[src/rtl/weight_pkg.sv]
// weight_pkg: shared lane types, FSM states and build defaults
// for the serial-to-parallel weight loader.
`ifndef DIM_C
`define DIM_C 4
`endif
`ifndef WEIGHT_WIDTH
`define WEIGHT_WIDTH 8
`endif

package weight_pkg;

  localparam int DIM_C_DEF        = `DIM_C;
  localparam int WEIGHT_WIDTH_DEF = `WEIGHT_WIDTH;
  localparam int LANE_CNT_W       = $clog2(DIM_C_DEF + 1);

  typedef logic [WEIGHT_WIDTH_DEF-1:0] weight_t;
  typedef weight_t [DIM_C_DEF-1:0]     weight_vec_t;

  typedef enum logic {
    FILL = 1'b0,
    FULL = 1'b1
  } wload_state_e;

endpackage

[src/rtl/weight_out_buf.sv]
// weight_out_buf: single-entry output holding register with
// valid/ready and the short-vector flag.
module weight_out_buf
  import weight_pkg::*;
#(
  parameter int DIM_C        = DIM_C_DEF,
  parameter int WEIGHT_WIDTH = WEIGHT_WIDTH_DEF
) (
  input  logic                               clk,
  input  logic                               rst_n,
  input  logic                               load,
  input  logic [DIM_C-1:0][WEIGHT_WIDTH-1:0] load_vec,
  input  logic                               load_part,
  input  logic                               out_ready,
  output logic                               out_valid,
  output logic [DIM_C-1:0][WEIGHT_WIDTH-1:0] out,
  output logic                               out_partial
);

  always_ff @(posedge clk or negedge rst_n) begin
    if (!rst_n) begin
      out_valid   <= 1'b0;
      out         <= '0;
      out_partial <= 1'b0;
    end else if (load) begin
      out_valid   <= 1'b1;
      out         <= load_vec;
      out_partial <= load_part;
    end else if (out_valid && out_ready) begin
      out_valid <= 1'b0;
    end
  end

endmodule

[src/rtl/weight_loader.sv]
// weight_loader: assembles DIM_C serial weights into a lane vector.
// Define WLOAD_VEC_CNT_EN to add the retired-vector counter vec_cnt.
`ifndef DIM_C
`define DIM_C 4
`endif
`ifndef WEIGHT_WIDTH
`define WEIGHT_WIDTH 8
`endif

module weight_loader
  import weight_pkg::*;
#(
  parameter int DIM_C        = `DIM_C,
  parameter int WEIGHT_WIDTH = `WEIGHT_WIDTH,
  parameter int CNT_W        = $clog2(DIM_C + 1)
) (
  input  logic                               clk,
  input  logic                               rst_n,
  input  logic                               in_valid,
  output logic                               in_ready,
  input  logic [WEIGHT_WIDTH-1:0]            in_data,
  input  logic                               in_last,
  output logic                               out_valid,
  input  logic                               out_ready,
  output logic [DIM_C-1:0][WEIGHT_WIDTH-1:0] out,
  output logic                               out_partial
`ifdef WLOAD_VEC_CNT_EN
  ,
  output logic [15:0]                        vec_cnt
`endif
);

  typedef logic [DIM_C-1:0][WEIGHT_WIDTH-1:0] vec_t;

  wload_state_e     state_q, state_d;
  logic [CNT_W-1:0] cnt_q, cnt_d;
  vec_t             asm_q, asm_d;
  logic             part_q, part_d;

  vec_t vec_new;
  vec_t load_vec;
  logic load;
  logic load_part;
  logic accept;
  logic last_lane;
  logic close;
  logic flag;
  logic out_free;

  assign in_ready  = (state_q == FILL);
  assign accept    = in_valid & in_ready;
  assign last_lane = (cnt_q == CNT_W'(DIM_C - 1));
  assign close     = accept & (last_lane | in_last);
  assign flag      = in_last & ~last_lane;
  assign out_free  = ~out_valid | out_ready;

  always_comb begin
    state_d   = state_q;
    cnt_d     = cnt_q;
    asm_d     = asm_q;
    part_d    = part_q;
    load      = 1'b0;
    load_vec  = asm_q;
    load_part = part_q;
    vec_new   = asm_q;
    // Upper lanes are already zero since asm clears on every close
    for (int i = 0; i < DIM_C; i++) begin
      if (cnt_q == CNT_W'(i)) vec_new[i] = in_data;
    end
    case (state_q)
      FILL: begin
        if (close) begin
          cnt_d = '0;
          if (out_free) begin
            load      = 1'b1;
            load_vec  = vec_new;
            load_part = flag;
            asm_d     = '0;
          end else begin
            state_d = FULL;
            asm_d   = vec_new;
            part_d  = flag;
          end
        end else if (accept) begin
          asm_d = vec_new;
          cnt_d = cnt_q + CNT_W'(1);
        end
      end
      FULL: begin
        if (out_free) begin
          load    = 1'b1;
          asm_d   = '0;
          part_d  = 1'b0;
          state_d = FILL;
        end
      end
      default: state_d = FILL;
    endcase
  end

  always_ff @(posedge clk or negedge rst_n) begin
    if (!rst_n) begin
      state_q <= FILL;
      cnt_q   <= '0;
      asm_q   <= '0;
      part_q  <= 1'b0;
    end else begin
      state_q <= state_d;
      cnt_q   <= cnt_d;
      asm_q   <= asm_d;
      part_q  <= part_d;
    end
  end

  weight_out_buf #(
    .DIM_C        (DIM_C),
    .WEIGHT_WIDTH (WEIGHT_WIDTH)
  ) u_out_buf (
    .clk         (clk),
    .rst_n       (rst_n),
    .load        (load),
    .load_vec    (load_vec),
    .load_part   (load_part),
    .out_ready   (out_ready),
    .out_valid   (out_valid),
    .out         (out),
    .out_partial (out_partial)
  );

`ifdef WLOAD_VEC_CNT_EN
  always_ff @(posedge clk or negedge rst_n) begin
    if (!rst_n) begin
      vec_cnt <= '0;
    end else if (out_valid && out_ready) begin
      vec_cnt <= vec_cnt + 16'd1;
    end
  end
`endif

endmodule

[config.mk]
export PLATFORM = sky130hd
export DESIGN_NAME = weight_loader
export DESIGN_NICKNAME = d
export VERILOG_FILES = /design/src/rtl/weight_pkg.sv /design/src/rtl/weight_out_buf.sv /design/src/rtl/weight_loader.sv
export SDC_FILE = /design/constraint.sdc
export NUM_CORES = 1
export LEC_CHECK = 0
export CAP_MARGIN = 20
export CORE_MARGIN = 4
export CORE_UTILIZATION = 35
export CTS_CLUSTER_DIAMETER = 100
export DETAILED_ROUTE_END_ITERATION = 12
export GPL_TIMING_DRIVEN = 0
export PLACE_DENSITY_LB_ADDON = 0.12
export RECOVER_POWER = 100
export SLEW_MARGIN = 0
export SYNTH_ARGS = -nofsm -noshare
export SYNTH_HDL_FRONTEND = slang
export SYNTH_SLANG_ARGS = --single-unit
[constraint.sdc]
create_clock -name clk -period 2.5 [get_ports clk]
set_clock_uncertainty 0.2 [all_clocks]
set_input_delay 0.375 -clock clk [delete_from_list [all_inputs] [get_ports clk]]
set_output_delay 0.375 -clock clk [all_outputs]
set_load 0.03 [all_outputs]
==> results <==
- The flow ran to the end, and the final reports show no timing, DRC or antenna violations.
- By startpoint and endpoint, the worst setup path is classified as flop to output port.
- The flop and latch count out of synthesis is a little over 70.
- The minimum clock period is roughly 2.4 ns.
- The total congestion overflow after global routing is 0.
- The count of cell types in the netlist is 32.
- Along the worst path, the maximum fanout reaches 7.
- Hold is met by 0.300 ns.
- The data arrival time of the critical path is roughly 1.8 ns.
- The top cell types in the final layout, fill and taps aside, are dfrtp_1 (71), inv_1 (36), dlygate4sd3_1 (36).
- VDD sags by at most between 0.3 and 0.4 mV.
- The library cell used most frequently in the layout, excluding fill and tap cells, is dfrtp_1.
- Among cell families on the critical path, the largest total delay comes from buffers and inverters.
- Traced cell by cell, the critical path runs through inv_1, dlygate4sd3_1.
- The number of global-route vias before repair was 2370.
- The number of levels the H-tree was split into is 3.
- Synthesis produced a netlist whose cell count is 265.
- Of the cells placed in the final design, the portion with a size suffix greater than 1 is approximately 14%.
- Counting every net in the synthesized netlist gives approximately 280.
- The share of the Yosys chip area taken by registers is about three fifths.
- The number of buffers added on ports is 47.
- Setup violations remaining at the end of the flow were counted as 0.
- Detailed placement finished with a half-perimeter wire length of ~5600 um.
- The weighted congestion at the end of routability-driven global placement is 0.797.
- The remaining antenna violation count after routing is 0.
- Global routing used between 10% and 20% of the available tracks across all layers.
- The floorplan step set the die height to about 100 um.
- Using the TritonRoute via totals, the vias-per-cell ratio works out to around 5.4.
- The count of final hold-check violations was 0.
- After detailed routing, the number of remaining DRC violations is 0.
- In this run the deepest clock path goes through 2 buffers.
- Counting instances, the worst hold path has a depth of 1.
- The path with the worst hold slack has its endpoint at asm_q[6].
- The average routed wire per standard cell is about 19 um.
- The synthesized design contains 0 enable-type register cells.
- After the last flow step, the layout net total stands at ~340.
- Counting cells, the worst reg-to-reg path comes to 6.
- In this run the clock root is driven by a clkbuf_8.
- The kind of start point of the critical path is a flop.
- The starting DRC count in detailed routing is 147.
- The cell area that synthesis handed to floorplanning was roughly 3000 um2.
- The post-layout instance area is around 3900 um2.
- The number of max-capacitance violations reported is 0.
- The share of async-settable or async-resettable flops after synthesis is 100%.
- The signed area change from the synthesized netlist to the final layout is 26.9%.
- The pin count of the biggest net entering global routing is 54.
- The number of antenna violations at the first check in global routing was 0.
- The clock slew at the register clock pins of the worst setup and hold paths is roughly 0.08 ns.
- The count of final max-slew check failures is 0.
- The power density relative to cell area is about 1000 nW/um2.
- The number of antenna diodes in the final layout is 0.
- Among all flip-flop cells after synthesis, the most frequent one is dfrtp_1.
- The maximum cell stage delay along the critical path is approximately 0.77 ns.
- Clock tree synthesis inserted a total of 9 buffers.
- For this run, the detailed router's first-pass iteration total came to 4.
- Detailed routing inserted a total of 2334 vias.
- The worst min-delay path category is flop to flop.
- In the post-synthesis netlist, the biggest area contributors are dfrtp_1 (58%), a221oi_1 (6.9%), a22o_1 (6.9%).
- Static timing analysis puts the maximum clock frequency at 423 MHz.
- The largest area contributor in the synthesized netlist is dfrtp_1.
- For the pin with the worst max-slew slack, the measured transition is 1.14 ns.
- The top-level I/O count is 48.
- The required arrival time at the worst endpoint is 1.92 ns.
- The total area inside the core boundary comes to between 8000 and 9000 um2.
- The per-instance average area after synthesis is between 10 and 15 um2.
- For the worst-skew pair, the clock arrives at the later sink with an insertion delay of between 0.3 and 0.4 ns.
- Clock tree synthesis found a total of 71 sinks.
- The floorplan step defined a die boundary enclosing a little over 10000 um2.
- The endpoint type of the worst setup path is an output port.
- In this run the critical register-to-register path is captured at u_out_buf.out[17].
- In this run the cell area measured after placement is between 3000 and 4000 um2.
- The static leakage is around 1.7 nW.
- The die is 101 um wide.
- The count of buffer and inverter cells on the critical path is 2.
- The share of Yosys cell area claimed by the top area cell type is between 50% and 60%.
- Headroom to the max-slew limit came out at about a quarter.
- The start point of the worst hold path is asm_q[6].
- The worst register-to-register path begins at cnt_q[0].
- The post-CTS setup buffer count is 0.
- The final period utilization is 94.5%.
- Wires add up to around 8200 um.
- The initial core utilization is between 30% and 40%.
- Setup repair after global routing could not meet its margin everywhere.
- The CTS tree is yes.
- The floorplan has 33 rows.
- Across all register-to-register paths, the minimum setup slack is between 0.15 and 0.2 ns.
- The worst-path cell with the longest stage delay is dlygate4sd3_1.
- The count of synthesis-stage warnings from yosys is 0.
- The first global-routing pass estimated approximately 13000 um of wire.
## per-layer routing
metal,vias up,part of all wire (%),GRT usage (%)
met5,-,0,0
met4,0,1.4,6.03
met3,10,4.8,2.75
met2,65,45,24.5
met1,1164,49,25.8
li1,1095,-,-
## final cells by class
class	count	area (um2)
clock buffer	10	138
clock inverter	5	58.8
tap	105	131
buffer	5	26.3
timing repair buffer	49	502
fill	814	4460
inverter	36	135
multi-input combinational	153	1110
sequential	71	1780
## cell usage after synthesis, types with 2 or more instances
library cell,count
nor2b_1,4
ha_1,5
o22ai_1,2
a32o_1,8
a22o_1,24
a221oi_1,24
o221a_2,6
dfrtp_1,71
nand3_1,3
nor2_2,2
nor2_1,30
a21oi_2,2
o21ai_2,8
o21ai_0,4
inv_1,36
a21oi_1,3
o221a_1,2
buf_4,3
nand2_1,15
## power breakdown
group / internal [W] / total (W) / switching [W]
combinational: 0.000561 / 0.00144 / 0.000883
sequential: 0.00143 / 0.00160 / 0.000166
clock: 0.000483 / 0.000936 / 0.000453
total: 0.00248 / 0.00398 / 0.00150
## state kept, by name (all words and copies together), names as in the netlist
signal,cells
asm_q,32
cnt_q,3
part_q,1
state_q,1
u_out_buf.out,32
u_out_buf.out_partial,1
u_out_buf.out_valid,1
## logic make-up (layout without fill, tap and decap cells)
logic type      count (synthesis)  count (layout)  share of synthesized area (%)
compound gates                 88              88                           25.3
fa+ha+maj                       5               5                           2.04
buf+inv                        41             105                           5.44
flops                          71              71                           58.1
simple gates                   60              60                           9.16
## repair_timing
item	in CTS	in global routing
setup endpoints to repair	0	17
gates resized for setup	0	2
endpoints found under the hold margin	18	0
hold buffers	1	0
## worst max path at each step
stage / from / endpoint / depth (start not counted)
floorplan: cnt_q[0] / u_out_buf.out[0] / 6
global placement: rst_n / u_out_buf.out[4] / 1
detailed placement: in_valid / u_out_buf.out[13] / 5
CTS: cnt_q[0] / asm_q[14] / 6
global route: cnt_q[2] / u_out_buf.out[5] / 6
finish: state_q / in_ready / 2
## per-stage QoR
step | std cells | util [%] | setup WS, ns | total power, W | TNS (ns)
after floorplan | 265 | - | 0.523 | 0.00251 | 0
after global placement | 417 | 43.9 | -1.68 | 0.00315 | -118.74
final | 434 | 46.5 | 0.137 | 0.00398 | 0
after detailed placement | 418 | 44.2 | -0.00754 | 0.00317 | -0.0314
after CTS | 434 | 46.7 | 0.0955 | 0.00411 | 0
after global routing | 434 | 46.5 | -0.00890 | 0.00421 | -0.0213
Power figures use the tool's default switching activity.
